[src/rtl/lsu_mem_ctrl.sv]
// Load/store unit: maps byte-addressed RV32I loads/stores onto a word-addressed RAM,
// doing read-modify-write for sub-word stores and sign/zero extension for loads.
module lsu_mem_ctrl #(
    parameter int unsigned WORD_AW = 12
) (
    input  logic               clk,
    input  logic               rst,
    input  logic               req_valid,
    output logic               req_ready,
    input  logic               req_store,
    input  logic [2:0]         req_funct3,
    input  logic [31:0]        req_addr,
    input  logic [31:0]        req_wdata,
    output logic               resp_valid,
    output logic [31:0]        resp_rdata,
    output logic               resp_fault,
    output logic [WORD_AW-1:0] ram_address,
    output logic [31:0]        ram_data_in,
    output logic               ram_store,
    output logic               ram_load,
    input  logic [31:0]        ram_data_out
);

    typedef enum logic [2:0] {StIdle, StLoad, StRmwRd, StWrite, StResp} state_e;

    state_e               state_q, state_d;
    logic                 store_q;
    logic [2:0]           funct3_q;
    logic [WORD_AW+1:0]   addr_q;
    logic [31:0]          wdata_q;
    logic                 fault_q;
    logic [31:0]          merge_q;
    logic [31:0]          rdata_q;

    logic                 accept;
    logic                 req_fault;
    logic [31:0]          load_data;
    logic [31:0]          merged;
    logic [7:0]           ld_byte;
    logic [15:0]          ld_half;

    assign accept = req_valid && (state_q == StIdle);

    // Fault decode runs on the inputs at the accept edge, so it equals the latched view.
    always_comb begin
        req_fault = 1'b0;
        if (req_addr[31:WORD_AW+2] != '0) req_fault = 1'b1;
        if (req_funct3 == 3'b011 || req_funct3 == 3'b110 || req_funct3 == 3'b111) begin
            req_fault = 1'b1;
        end
        if (req_store && req_funct3[2]) req_fault = 1'b1;
        if (req_funct3[1:0] == 2'b01 && req_addr[0]) req_fault = 1'b1;
        if (req_funct3[1:0] == 2'b10 && req_addr[1:0] != 2'b00) req_fault = 1'b1;
    end

    always_comb begin
        ld_byte = ram_data_out[{addr_q[1:0], 3'b000} +: 8];
        ld_half = addr_q[1] ? ram_data_out[31:16] : ram_data_out[15:0];
        case (funct3_q)
            3'b000:  load_data = {{24{ld_byte[7]}}, ld_byte};
            3'b001:  load_data = {{16{ld_half[15]}}, ld_half};
            3'b100:  load_data = {24'h0, ld_byte};
            3'b101:  load_data = {16'h0, ld_half};
            default: load_data = ram_data_out;
        endcase
    end

    always_comb begin
        merged = merge_q;
        case (funct3_q[1:0])
            2'b00:   merged[{addr_q[1:0], 3'b000} +: 8] = wdata_q[7:0];
            2'b01:   merged[{addr_q[1], 4'b0000} +: 16] = wdata_q[15:0];
            default: merged = wdata_q;
        endcase
    end

    always_ff @(posedge clk or posedge rst) begin
        if (rst) begin
            state_q  <= StIdle;
            store_q  <= 1'b0;
            funct3_q <= 3'b000;
            addr_q   <= '0;
            wdata_q  <= 32'h0;
            fault_q  <= 1'b0;
            merge_q  <= 32'h0;
            rdata_q  <= 32'h0;
        end else begin
            state_q <= state_d;
            if (accept) begin
                store_q  <= req_store;
                funct3_q <= req_funct3;
                addr_q   <= req_addr[WORD_AW+1:0];
                wdata_q  <= req_wdata;
                fault_q  <= req_fault;
            end
            if (state_q == StLoad) rdata_q <= load_data;
            if (state_q == StRmwRd) merge_q <= ram_data_out;
        end
    end

    always_comb begin
        state_d     = state_q;
        req_ready   = 1'b0;
        ram_load    = 1'b0;
        ram_store   = 1'b0;
        ram_data_in = 32'h0;
        resp_valid  = 1'b0;
        resp_fault  = 1'b0;
        resp_rdata  = 32'h0;
        ram_address = addr_q[WORD_AW+1:2];
        case (state_q)
            StIdle: begin
                req_ready = 1'b1;
                if (req_valid) begin
                    if (req_fault)                      state_d = StResp;
                    else if (!req_store)                state_d = StLoad;
                    else if (req_funct3[1:0] == 2'b10)  state_d = StWrite;
                    else                                state_d = StRmwRd;
                end
            end
            StLoad: begin
                ram_load = 1'b1;
                state_d  = StResp;
            end
            StRmwRd: begin
                ram_load = 1'b1;
                state_d  = StWrite;
            end
            StWrite: begin
                ram_store   = 1'b1;
                ram_data_in = merged;
                state_d     = StResp;
            end
            StResp: begin
                resp_valid = 1'b1;
                resp_fault = fault_q;
                if (!store_q && !fault_q) resp_rdata = rdata_q;
                state_d = StIdle;
            end
            default: state_d = StIdle;
        endcase
    end

endmodule

[config.mk]
export PLATFORM = sky130hd
export DESIGN_NAME = lsu_mem_ctrl
export DESIGN_NICKNAME = d
export VERILOG_FILES = /design/src/rtl/lsu_mem_ctrl.sv
export SDC_FILE = /design/constraint.sdc
export NUM_CORES = 1
export LEC_CHECK = 0
export BUFFER_PORTS_ARGS = -buffer_cell sky130_fd_sc_hd__buf_4
export CAP_MARGIN = 30
export CORE_MARGIN = 2
export CORE_UTILIZATION = 50
export CTS_BUF_LIST = sky130_fd_sc_hd__clkbuf_8
export DETAILED_ROUTE_END_ITERATION = 6
export GPL_TIMING_DRIVEN = 0
export PLACE_DENSITY = 0.76
export SKIP_LAST_GASP = 1
export SYNTH_ARGS = -nofsm -noshare
export SYNTH_HDL_FRONTEND = slang
export SYNTH_SLANG_ARGS = --single-unit
[constraint.sdc]
create_clock -name clk -period 5.2 [get_ports clk]
set_input_delay 1.04 -clock clk [delete_from_list [all_inputs] [get_ports clk]]
set_output_delay 1.04 -clock clk [all_outputs]
set_load 0.03 [all_outputs]
==> results, run 1 <==
- The worst slew slack as a fraction of its limit is 44.39%.
- The final-layout fill cell count is 1054.
- In this run the static leakage power is 0.003975 uW.
- The core area is 12720 um2.
- The final number of max-transition violations is 0.
- The area growth from synthesis to layout is 29.87%.
- The highest cell delay on the worst timing path is 0.71 ns.
- The number of vias after detailed routing is 6033.
- After detailed routing, the number of vias per cell comes to 5.938.
- The post-route DRC violation count is 0.
- The via count of the first global-routing pass is 6022.
- The final critical-path share of the clock period is 87.58%.
- The final weighted congestion of routability-driven global placement is 0.8933.
- The H-tree generated during clock tree synthesis spans 4 levels.
- The count of mapped cells out of synthesis is 628.
- The slew at the pin closest to its max-slew limit is 0.8278 ns.
- The mapped cell area is 6576 um2.
- STA puts the critical path data arrival time at 3.51 ns.
- By startpoint and endpoint, the worst setup path is classified as reg -> out.
- Across the VDD grid, the largest voltage drop is 0.1774 mV.
- The floorplan has 41 rows.
- STA classifies the critical path startpoint as a flip-flop.
- For this block, the initial DRC count from the detailed router was 547.
- Setup violations remaining at the end of the flow were counted as 0.
- The tree is rooted in a sky130_fd_sc_hd__clkbuf_8.
- The combined global-route utilization of all metal layers is 29.63%.
- For the finished layout, the period the worst path requires is 4.554 ns.
- The chip height is 118.7 um.
- The required arrival time at the worst endpoint is 4.16 ns.
- Sequential cells were found to cover 44.90% of the synthesized design area.
- The die width is 118.7 um.
- Among the stages of the critical path, the cell type that occurs most often is sky130_fd_sc_hd__buf_2.
- Yosys mapped a number of flops with a built-in enable equal to 0.
- The initial utilization of the core area, before any placement, comes to 51.69%.
- The count of nets left with antenna violations once routing finished came out at 0.
- The count of synthesis-stage warnings from yosys is 0.
- The final setup skew is 0.007992 ns.
- The flow ran to the end, and the final reports show no timing, DRC or antenna violations.
- For this run, the share of the core covered by cells in the final layout is 67.13%.
- The number of maximum-capacitance violations is 0.
- The smallest setup slack after layout is 0.6456 ns.
- Once the clock tree was built, the setup fixing pass inserted 0 buffers.
- Counting along the longest clock path gives a buffer depth of 2.
- Leaving out fill and tap cells, the most frequent cell in the layout is sky130_fd_sc_hd__buf_4.
- The tightest min-delay check is of the reg -> reg type.
- Setup repair after global routing left no endpoint under its margin.
- The number of gates resized after CTS was 0.
- The number of search-and-repair iterations in the first detailed-routing pass is 6.
- The number of buffers created by CTS is 17.
- The total wire length after detailed routing is 20670 um.
- The number of inserted diodes is 0.
- The cell depth of the worst flop-to-flop path is 5.
- After routing the design area is 8541 um2.
- In this run the count of I/O pins placed on the die edge is 184.
- The average size of a mapped cell is 10.47 um2.
- The post-placement cell area is 8195 um2.
- In this run the worst path has a maximum fanout of 12.
- The hold-critical path depth is 2.
- The final hold slack is 0.4820 ns.
- Clock-pin slew was measured on the worst setup and hold paths at 0.07 ns.
- The total power of the final layout is 2321 uW.
- The post-synth net total is 736.
- In the layout the commonest cells are 200 x sky130_fd_sc_hd__buf_4, 118 x sky130_fd_sc_hd__dfrtp_1, 76 x sky130_fd_sc_hd__mux2_2.
- The count of unique library cells instantiated by Yosys is 50.
- The detailed placer's ending HPWL is 15640 um.
- In this run the power density over the cells is 271.8 nW/um2.
- The slowest stage of the critical path belongs to the cell sky130_fd_sc_hd__nor4b_2.
- After synthesis, the share of flip-flops with an asynchronous set or reset is 100.0%.
- Walking the worst path, the cells encountered are buf_2, inv_1, buf_2, ha_1, clkinv_1, nor4b_2, a221oi_1, nor3_1, buf_4.
- The wire length of the first global-routing pass is 32130 um.
- Entering global routing, the biggest net connects 65 pins.
- The endpoint kind of the worst setup timing path is a primary output.
- The area of the die is 14090 um2.
- The number of hold buffers added after CTS was 0.
- The routed length per placed instance is 20.35 um.
- The number of antenna violations at the first check in global routing is 0.
- The flip-flop and latch count after synthesis is 118.
- The clock latency reported for the late side of the worst-skew pair is 0.46 ns.
- The number of nets in the layout is 939.
- The highest clock rate is 219.6 MHz.
- The pre-CTS worst setup slack is 1.271 ns.
- The number of buffers inserted by port buffering is 183.
- The clock sink count is 118.
- Among all flip-flop cells after synthesis, the most frequent one is sky130_fd_sc_hd__dfrtp_1.
- TritonCTS built the clock tree.
- The total congestion overflow is 0.
- The number of endpoints with negative hold slack in the final report is 0.
- The layout cell share with drive strength beyond 1 is 39.81%.
-- flip-flops by register name, summed over array words and instances (netlist names) --
name,cells
addr_q,14
fault_q,1
funct3_q,3
merge_q,32
rdata_q,32
state_q,3
store_q,1
wdata_q,32
-- path summary, 6_finish.rpt --
check | slack, ns | end | startpoint
max | 0.65 | ram_data_in[7] | addr_q[1]
min | 0.48 | rdata_q[4] | rdata_q[4]
max reg2reg | 3.10 | rdata_q[9] | state_q[1]
min reg2reg | 0.48 | rdata_q[4] | rdata_q[4]
max in group asynchronous | 3.76 | rdata_q[15] | rst
min in group asynchronous | 0.70 | addr_q[7] | rst
-- cell families after synthesis --
group | synth area share, %
buf+inv | 5.651
mux | 17.64
compound gates | 15.87
fa+ha+maj | 0.9513
flops | 44.90
simple gates | 14.99
-- stage by stage --
stage | cells | TNS (ns)
final | 1016 | 0
after CTS | 1016 | 0
after detailed placement | 984 | 0
after global routing | 1016 | 0
after global placement | 983 | -17.13
after floorplan | 628 | 0
-- power by group --
part	switching [uW]	internal [uW]	total (uW)
clock network	389	347	737
logic	297	245	542
registers	67.8	975	1040
total	754	1570	2320
-- layer usage --
layer,global-route usage (%),vias to the layer above,wire [um]
met3,5.502,66,1674
met2,46.26,372,9484
met1,39.89,2878,8785
li1,-,2717,-
met4,13.99,0,726
met5,0,-,0
-- synthesized netlist by cell type, drive strengths merged, types with 2 or more instances --
cell	instances	share of area (%)
a221oi	25	3.3
nor3b	2	0.30
dfrtp	118	45
and2	35	3.3
o21ai	13	1.0
nor3	10	0.76
nor2	15	0.97
a222oi	7	1.1
nand2b	8	0.76
a211oi	2	0.30
a211o	16	2.1
a22o	11	1.5
nand2	52	3.0
nor4bb	2	0.30
nor2b	2	0.19
o22ai	8	0.76
nor4	6	0.57
clkbuf	26	1.5
mux2	79	14
a21oi	36	2.7
o31ai	8	0.91
nand3	33	2.5
ha	5	0.95
buf	36	3.5
a41o	2	0.30
or3b	2	0.30
mux2i	27	4.1
inv	10	0.57
or3	14	1.3
a311oi	7	0.93
-- critical path: cells and delay by family (launching register included) --
kind	cells	cell delay [ns]
buffers and inverters	5	1.19
and+or+nand+nor	2	1.07
DFF	1	0.41
adders and majority gates	1	0.21
AOI/OAI and AO/OA	1	0.18
-- final cells by class --
cell class / count / area [um2] / area share (%)
plain buffers: 62 / 330.3 / 3.868
clock buffers: 19 / 261.5 / 3.062
clock inverters: 13 / 83.83 / 0.9815
inverters: 11 / 43.79 / 0.5127
multi-input cells: 437 / 3252 / 38.08
flip-flops and latches: 118 / 2953 / 34.57
well taps: 172 / 215.2 / 2.520
repair buffers: 184 / 1401 / 16.41
(Power assumes the default switching activity.)
==> inputs of run 2 (changes only) <==
Settings changed: CTS_BUF_LIST sky130_fd_sc_hd__clkbuf_8 to unset.
==> results, run 2 (same netlist as run 1, synthesis figures left out) <==
- The via count of the first global-routing pass is 6022.
- Once detail routing completed, the nets flagged for antenna violations numbered 0.
- On the critical path the largest part of the delay comes from buffers and inverters.
- The routed length per placed instance is 20.54 um.
- The routed design has 20870 um of wire.
- The worst slew slack as a fraction of its limit is 43.99%.
- In this run the register-to-register setup slack is 3.09 ns.
- The combined global-route utilization of all metal layers is 29.89%.
- The post-route DRC violation count is 2.
- The setup violation total in the final timing report is 0.
- The chip height is 118.7 um.
- The library cells used most frequently in the layout, excluding fill and tap cells, are 200 x sky130_fd_sc_hd__buf_4, 118 x sky130_fd_sc_hd__dfrtp_1, 76 x sky130_fd_sc_hd__mux2_2.
- Entering global routing, the biggest net connects 65 pins.
- In this design, the critical path's most frequently occurring cell is sky130_fd_sc_hd__buf_2.
- The maximum resistive drop on vdd is 0.2153 mV.
- The final-layout fill cell count is 1031.
- The worst min-delay path class is reg -> reg.
- The number of endpoints with negative hold slack in the final report is 0.
- The die width is 118.7 um.
- The required arrival time at the worst endpoint is 4.16 ns.
- The post-placement cell area is 8195 um2.
- The number of search-and-repair iterations in the first detailed-routing pass is 7.
- The initial DRC count is 627.
- The number of rows in the core area is 41.
- Once the clock tree was built, the setup fixing pass inserted 0 buffers.
- The post-CTS clock slew at the launch and capture registers of the worst setup and hold paths is 0.05 ns.
- The number of vias after detailed routing is 6062.
- The cell total after placement is 984.
- The count of buffers added on input and output ports is 183.
- The non-filler instance count after layout is 1016.
- Clock tree synthesis inserted a total of 17 buffers.
- On the critical path, the stage with the largest delay is an instance of sky130_fd_sc_hd__nor4b_2.
- The clock root buffer is sky130_fd_sc_hd__clkbuf_16.
- The final critical-path share of the clock period is 86.46%.
- The number of maximum-capacitance violations is 0.
- On the worst path, the slowest cell contributes a delay of 0.71 ns.
- For this design, the CTS-stage hold fixing added 0 buffers.
- The area of all placed cells without fillers is 8732 um2.
- The clock latency reported for the late side of the worst-skew pair is 0.42 ns.
- For the final database, setup skew stands at 0.005987 ns.
- The number of antenna violations at the first check in global routing was 0.
- The routed design could run at a clock period as short as 4.496 ns.
- The largest driver fanout on the critical path is 12.
- The run finished, with violations left.
- The global routing met1 resource utilization is 40.39%.
- The data arrival time of the worst path is 3.46 ns.
- The leakage power is 0.004062 uW.
- The area growth from synthesis to layout is 32.78%.
- For the pin with the worst max-slew slack, the measured transition is 0.8337 ns.
- The area of the die is 14090 um2.
- Walking the worst path, the cells encountered are buf_2, inv_1, buf_2, ha_1, clkinv_1, nor4b_2, a221oi_1, nor3_1, buf_4.
- The largest registers in the layout are merge_q (32), rdata_q (32), wdata_q (32).
- The total overflow left after global routing is 0.
- The final weighted congestion of routability-driven global placement is 0.8933.
- The final reports fail on design-rule violations.
- The final number of max-transition violations was 0.
- The initial core utilization is 51.69%.
- The H-tree depth is 4.
- Dividing the detail-routed via count by the number of cells gives 5.967.
- TritonCTS built the clock tree.
- The layout cell share with drive strength beyond 1 is 39.81%.
- The layer flagged by global routing as most heavily used is met2.
- Measured on the finished design, the core utilization comes to 68.64%.
- The sort of element at the start of the critical path is a flip-flop.
- Counting both buffers and inverters, the worst setup path holds a total of 5.
- The endpoint kind of the worst setup timing path is a primary output.
- The wire length of the first global-routing pass is 32440 um.
- The power density over the cells is 302.6 nW/um2.
- Setup repair after global routing left no endpoint under its margin.
- The highest clock rate is 222.4 MHz.
- The floorplan step defined a core boundary enclosing 12720 um2.
- Leaving out fill and tap cells, the most frequent cell in the layout is sky130_fd_sc_hd__buf_4.
- The global-route met2 utilization is 46.88%.
- The net count of the finished layout is 939.
- After clock tree synthesis, the repair step resized 0 gates.
- The clock sink count is 118.
- The critical path in this run is classified as reg -> out.
- Detailed placement ended at an HPWL of 15640 um.
- The maximum buffer depth of the clock tree is 2.
- Global routing used 5.647% of the available met3 tracks.
- The number of inserted diodes is 0.
- The I/O pin count is 184.
## run 2: cell counts in the layout (fill, tap and decap cells not counted)
No cell type changed its count.
## run 2: stage by stage
| stage | setup WS [ns] | TNS, ns | hold slack (ns) | total power [uW] |
|---|---|---|---|---|
| floorplan | 1.031 | 0 | 0.4402 | 1380 |
| global placement | -0.1535 | -17.13 | 0.4587 | 1568 |
| detailed placement | 1.271 | 0 | 0.4709 | 1591 |
| CTS | 0.8271 | 0 | 0.4824 | 2639 |
| global route | 0.6015 | 0 | 0.4967 | 2736 |
| finish | 0.7043 | 0 | 0.4817 | 2643 |
## run 2: path summary, 6_finish.rpt
check,from,to,cells past startpoint
max in group asynchronous,rst,rdata_q[21],3
min,rdata_q[6],rdata_q[6],2
min in group asynchronous,rst,addr_q[7],2
min reg2reg,rdata_q[6],rdata_q[6],2
max,addr_q[1],ram_data_in[7],9
max reg2reg,state_q[1],rdata_q[9],5
## run 2: area by class of cell
type	count	area, um2	share of cell area, %
Multi-Input combinational cell	437	3252	37.24
Sequential cell	118	2953	33.82
Timing Repair Buffer	184	1401	16.05
Clock buffer	19	452.9	5.187
Buffer	62	330.3	3.783
Tap cell	172	215.2	2.465
Clock inverter	13	83.83	0.9600
Inverter	11	43.79	0.5015
## run 2: power breakdown
part | switching, uW | internal (uW) | leakage, uW
combinational | 298 | 245 | 0.00241
sequential | 68.7 | 977 | 0.00140
clock | 427 | 626 | 0.000252
total | 794 | 1850 | 0.00406
## run 2: routing by layer
layer  vias up  share of wire, %
met4         0               3.8
met3        74               7.8
met5         -                 0
met2       357                46
met1      2908                43
li1       2723                 -
## run 2: tightest hold or removal path, cell delays in order, from the launching register on
cell and delay (ns):
sky130_fd_sc_hd__dfrtp_1 0.34, sky130_fd_sc_hd__nand2_1 0.05, sky130_fd_sc_hd__o31ai_1 0.06
==> inputs of run 3 (changes only) <==
--- a/config.mk
+++ b/config.mk
@@ -13,3 +13,3 @@
 export GPL_TIMING_DRIVEN = 0
-export PLACE_DENSITY = 0.76
+export PLACE_DENSITY = 0.8
 export SKIP_LAST_GASP = 1
==> constraint.sdc (replaced) <==
create_clock -name clk -period 5.2 [get_ports clk]
set_input_delay 1.56 -clock clk [delete_from_list [all_inputs] [get_ports clk]]
set_output_delay 1.56 -clock clk [all_outputs]
set_load 0.03 [all_outputs]
==> results, run 3 (same netlist as run 1, synthesis figures left out) <==
- The number of setup buffers added after CTS is 0.
- The setup violation total in the final timing report is 0.
- The detailed router placed 6230 vias in this run.
- 0 antenna diodes ended up in the layout.
- The final critical-path share of the clock period is 96.66%.
- For the final routed database, the setup TNS stands at 0 ns.
- The largest driver fanout on the critical path is 12.
- Based on the critical path, the design can be clocked at up to 199.0 MHz.
- The run finished with clean final reports.
- Entering global routing, the biggest net connects 75 pins.
- The die is 118.7 um wide.
- Setup repair after global routing left no endpoint under its margin.
- The sort of element at the start of the critical path is a flip-flop.
- Clock-pin slew was measured on the worst setup and hold paths at 0.05 ns.
- Net switching is 27.76% of the power.
- The number of maximum-capacitance violations is 0.
- Row generation in the floorplan step produced 41 rows.
- Once the floorplan was initialized, standard cells occupied 51.69% of the core.
- The number of hold buffers added after cts is 0.
- The initial DRC count is 919.
- The area of the die is 14090 um2.
- The maximum buffer depth of the clock tree is 2.
- The synthesis-to-finish area growth is 33.90%.
- The final number of max-transition violations is 0.
- The wire length of the first global-routing pass is 33020 um.
- The number of search-and-repair iterations in the first detailed-routing pass is 6.
- STA puts the critical path data required time at 3.64 ns.
- The clock sink count is 118.
- The detailed-route vias per instance is 6.132.
- Across all hold checks on the routed design, the worst slack comes to 0.4793 ns.
- Pin placement for this block handled 184 I/O pins.
- The via count of the first global-routing pass was 6068.
- The clock reaches the later pin of the worst-skew pair after 0.42 ns.
- The number of endpoints with negative hold slack in the final report is 0.
- The largest registers in the layout are merge_q (32), rdata_q (32), wdata_q (32).
- Dividing the detail-routed wire length by the instance count gives 20.79 um.
- The number of buffers inserted by port buffering is 183.
- Wires add up to 21120 um.
- Leaving out fill and tap cells, the most frequent cell in the layout is sky130_fd_sc_hd__buf_4.
- The layout cell share with drive strength beyond 1 is 39.57%.
- Once detailed placement completed, the half-perimeter wirelength came to 15510 um.
- The TritonCTS clock tree is yes.
- The sequential group share of total power is 37.3%.
- The chip height is 118.7 um.
- The internal cell power is 2021 uW.
- For this run, design rule violations remaining after detail routing come to 0.
- Buffers inserted during clock tree synthesis total 17.
- The tree is rooted in a sky130_fd_sc_hd__clkbuf_16.
- Between clock sinks in the finished design, the worst skew comes to 0.005667 ns.
- The core region is 12720 um2.
- The time the final worst path needs with I/O delays and setup is 5.026 ns.
- The worst hold path belongs to the class reg -> reg.
- The setup path with the least slack is of type reg -> out.
- The post-cts resize count is 0.
- Data on the critical path arrives at its endpoint at 3.47 ns.
- The combined global-route utilization of all metal layers is 30.49%.
- Summed over all layers, the global routing overflow is 0.
- The worst slew slack as a fraction of its limit is 40.25%.
- For this design the total switching power over the nets is 776.7 uW.
- The endpoint kind of the worst setup timing path is a primary output.
- At the end of the flow, the number of nets in the layout was 939.
- Of the total power, combinational logic draws 19.6%.
- For the pin with the worst max-slew slack, the measured transition is 0.8894 ns.
- The congestion estimate from routability-driven global placement came to 0.9506.
- The H-tree was split into 4 levels.
- The remaining number of nets flagged by the antenna check after routing is 0.
- The leakage power is 0.004112 uW.
- Per report_power, the clock group accounts for 43.1% of the total.
- In the layout the commonest cells are 200 x sky130_fd_sc_hd__buf_4, 118 x sky130_fd_sc_hd__dfrtp_1, 76 x sky130_fd_sc_hd__mux2_2.
- The worst-case IR drop observed on VDD is 0.2263 mV.
- The number of antenna violations at the first check in global routing was 0.
- For this design the ratio of total power to cell area is 317.7 nW/um2.
-- run 3: worst paths after layout --
path                                  from             end  slack (ns)  cells past startpoint
worst max-delay path             addr_q[1]  ram_data_in[7]        0.17                      9
worst min-delay path            rdata_q[4]      rdata_q[4]        0.48                      2
worst max register to register  state_q[1]      rdata_q[9]        3.07                      5
worst min register to register  rdata_q[4]      rdata_q[4]        0.48                      2
max in group asynchronous              rst      rdata_q[7]        3.22                      3
min in group asynchronous              rst      addr_q[10]        1.20                      2
-- run 3: final cells by class --
cell class / instances / area, um2
plain buffers: 62 / 330.3
inverters: 11 / 43.79
clock buffers: 23 / 488.0
fillers: 1002 / 3916
repair buffers: 184 / 1401
multi-input cells: 437 / 3252
clock inverters: 9 / 122.6
flip-flops and latches: 118 / 2953
well taps: 172 / 215.2
-- run 3: critical path, cell delays in order (launching register included) --
cell	delay (ns)
sky130_fd_sc_hd__dfrtp_1	0.42
sky130_fd_sc_hd__buf_2	0.22
sky130_fd_sc_hd__inv_1	0.20
sky130_fd_sc_hd__buf_2	0.32
sky130_fd_sc_hd__ha_1	0.21
sky130_fd_sc_hd__clkinv_1	0.23
sky130_fd_sc_hd__nor4b_2	0.69
sky130_fd_sc_hd__a221oi_1	0.16
sky130_fd_sc_hd__nor3_1	0.37
sky130_fd_sc_hd__buf_4	0.23
-- run 3: metrics by stage --
| step | setup WS, ns | area (um2) | util [%] | power [uW] | std cells |
|---|---|---|---|---|---|
| final | 0.1739 | 8806 | 69.22 | 2798 | 1016 |
| after global routing | 0.05842 | 8806 | 69.22 | 2901 | 1016 |
| after CTS | 0.2623 | 8806 | 69.22 | 2796 | 1016 |
| after detailed placement | 0.7155 | 8195 | 64.42 | 1588 | 984 |
| after global placement | -0.6251 | 8165 | 64.18 | 1565 | 983 |
| after floorplan | 0.5109 | 6576 | - | 1380 | 628 |
-- run 3: power groups by stage --
stage          Combinational [uW]  Sequential, uW  Clock [uW]
2_1_floorplan                 353            1030           0
3_3_place_gp                  514            1050           0
3_5_place_dp                  533            1050           0
4_1_cts                       540            1040        1220
5_1_grt                       584            1050        1270
6_report                      548            1040        1210
-- run 3: layer usage --
metal  global-route usage (%)  vias to the layer above  share of wire (%)
li1                         -                     2727                  -
met1                    39.81                     3052                 40
met2                    48.10                      391                 48
met3                    6.757                       60                9.5
met4                    14.66                        0                3.3
met5                        0                        -                  0
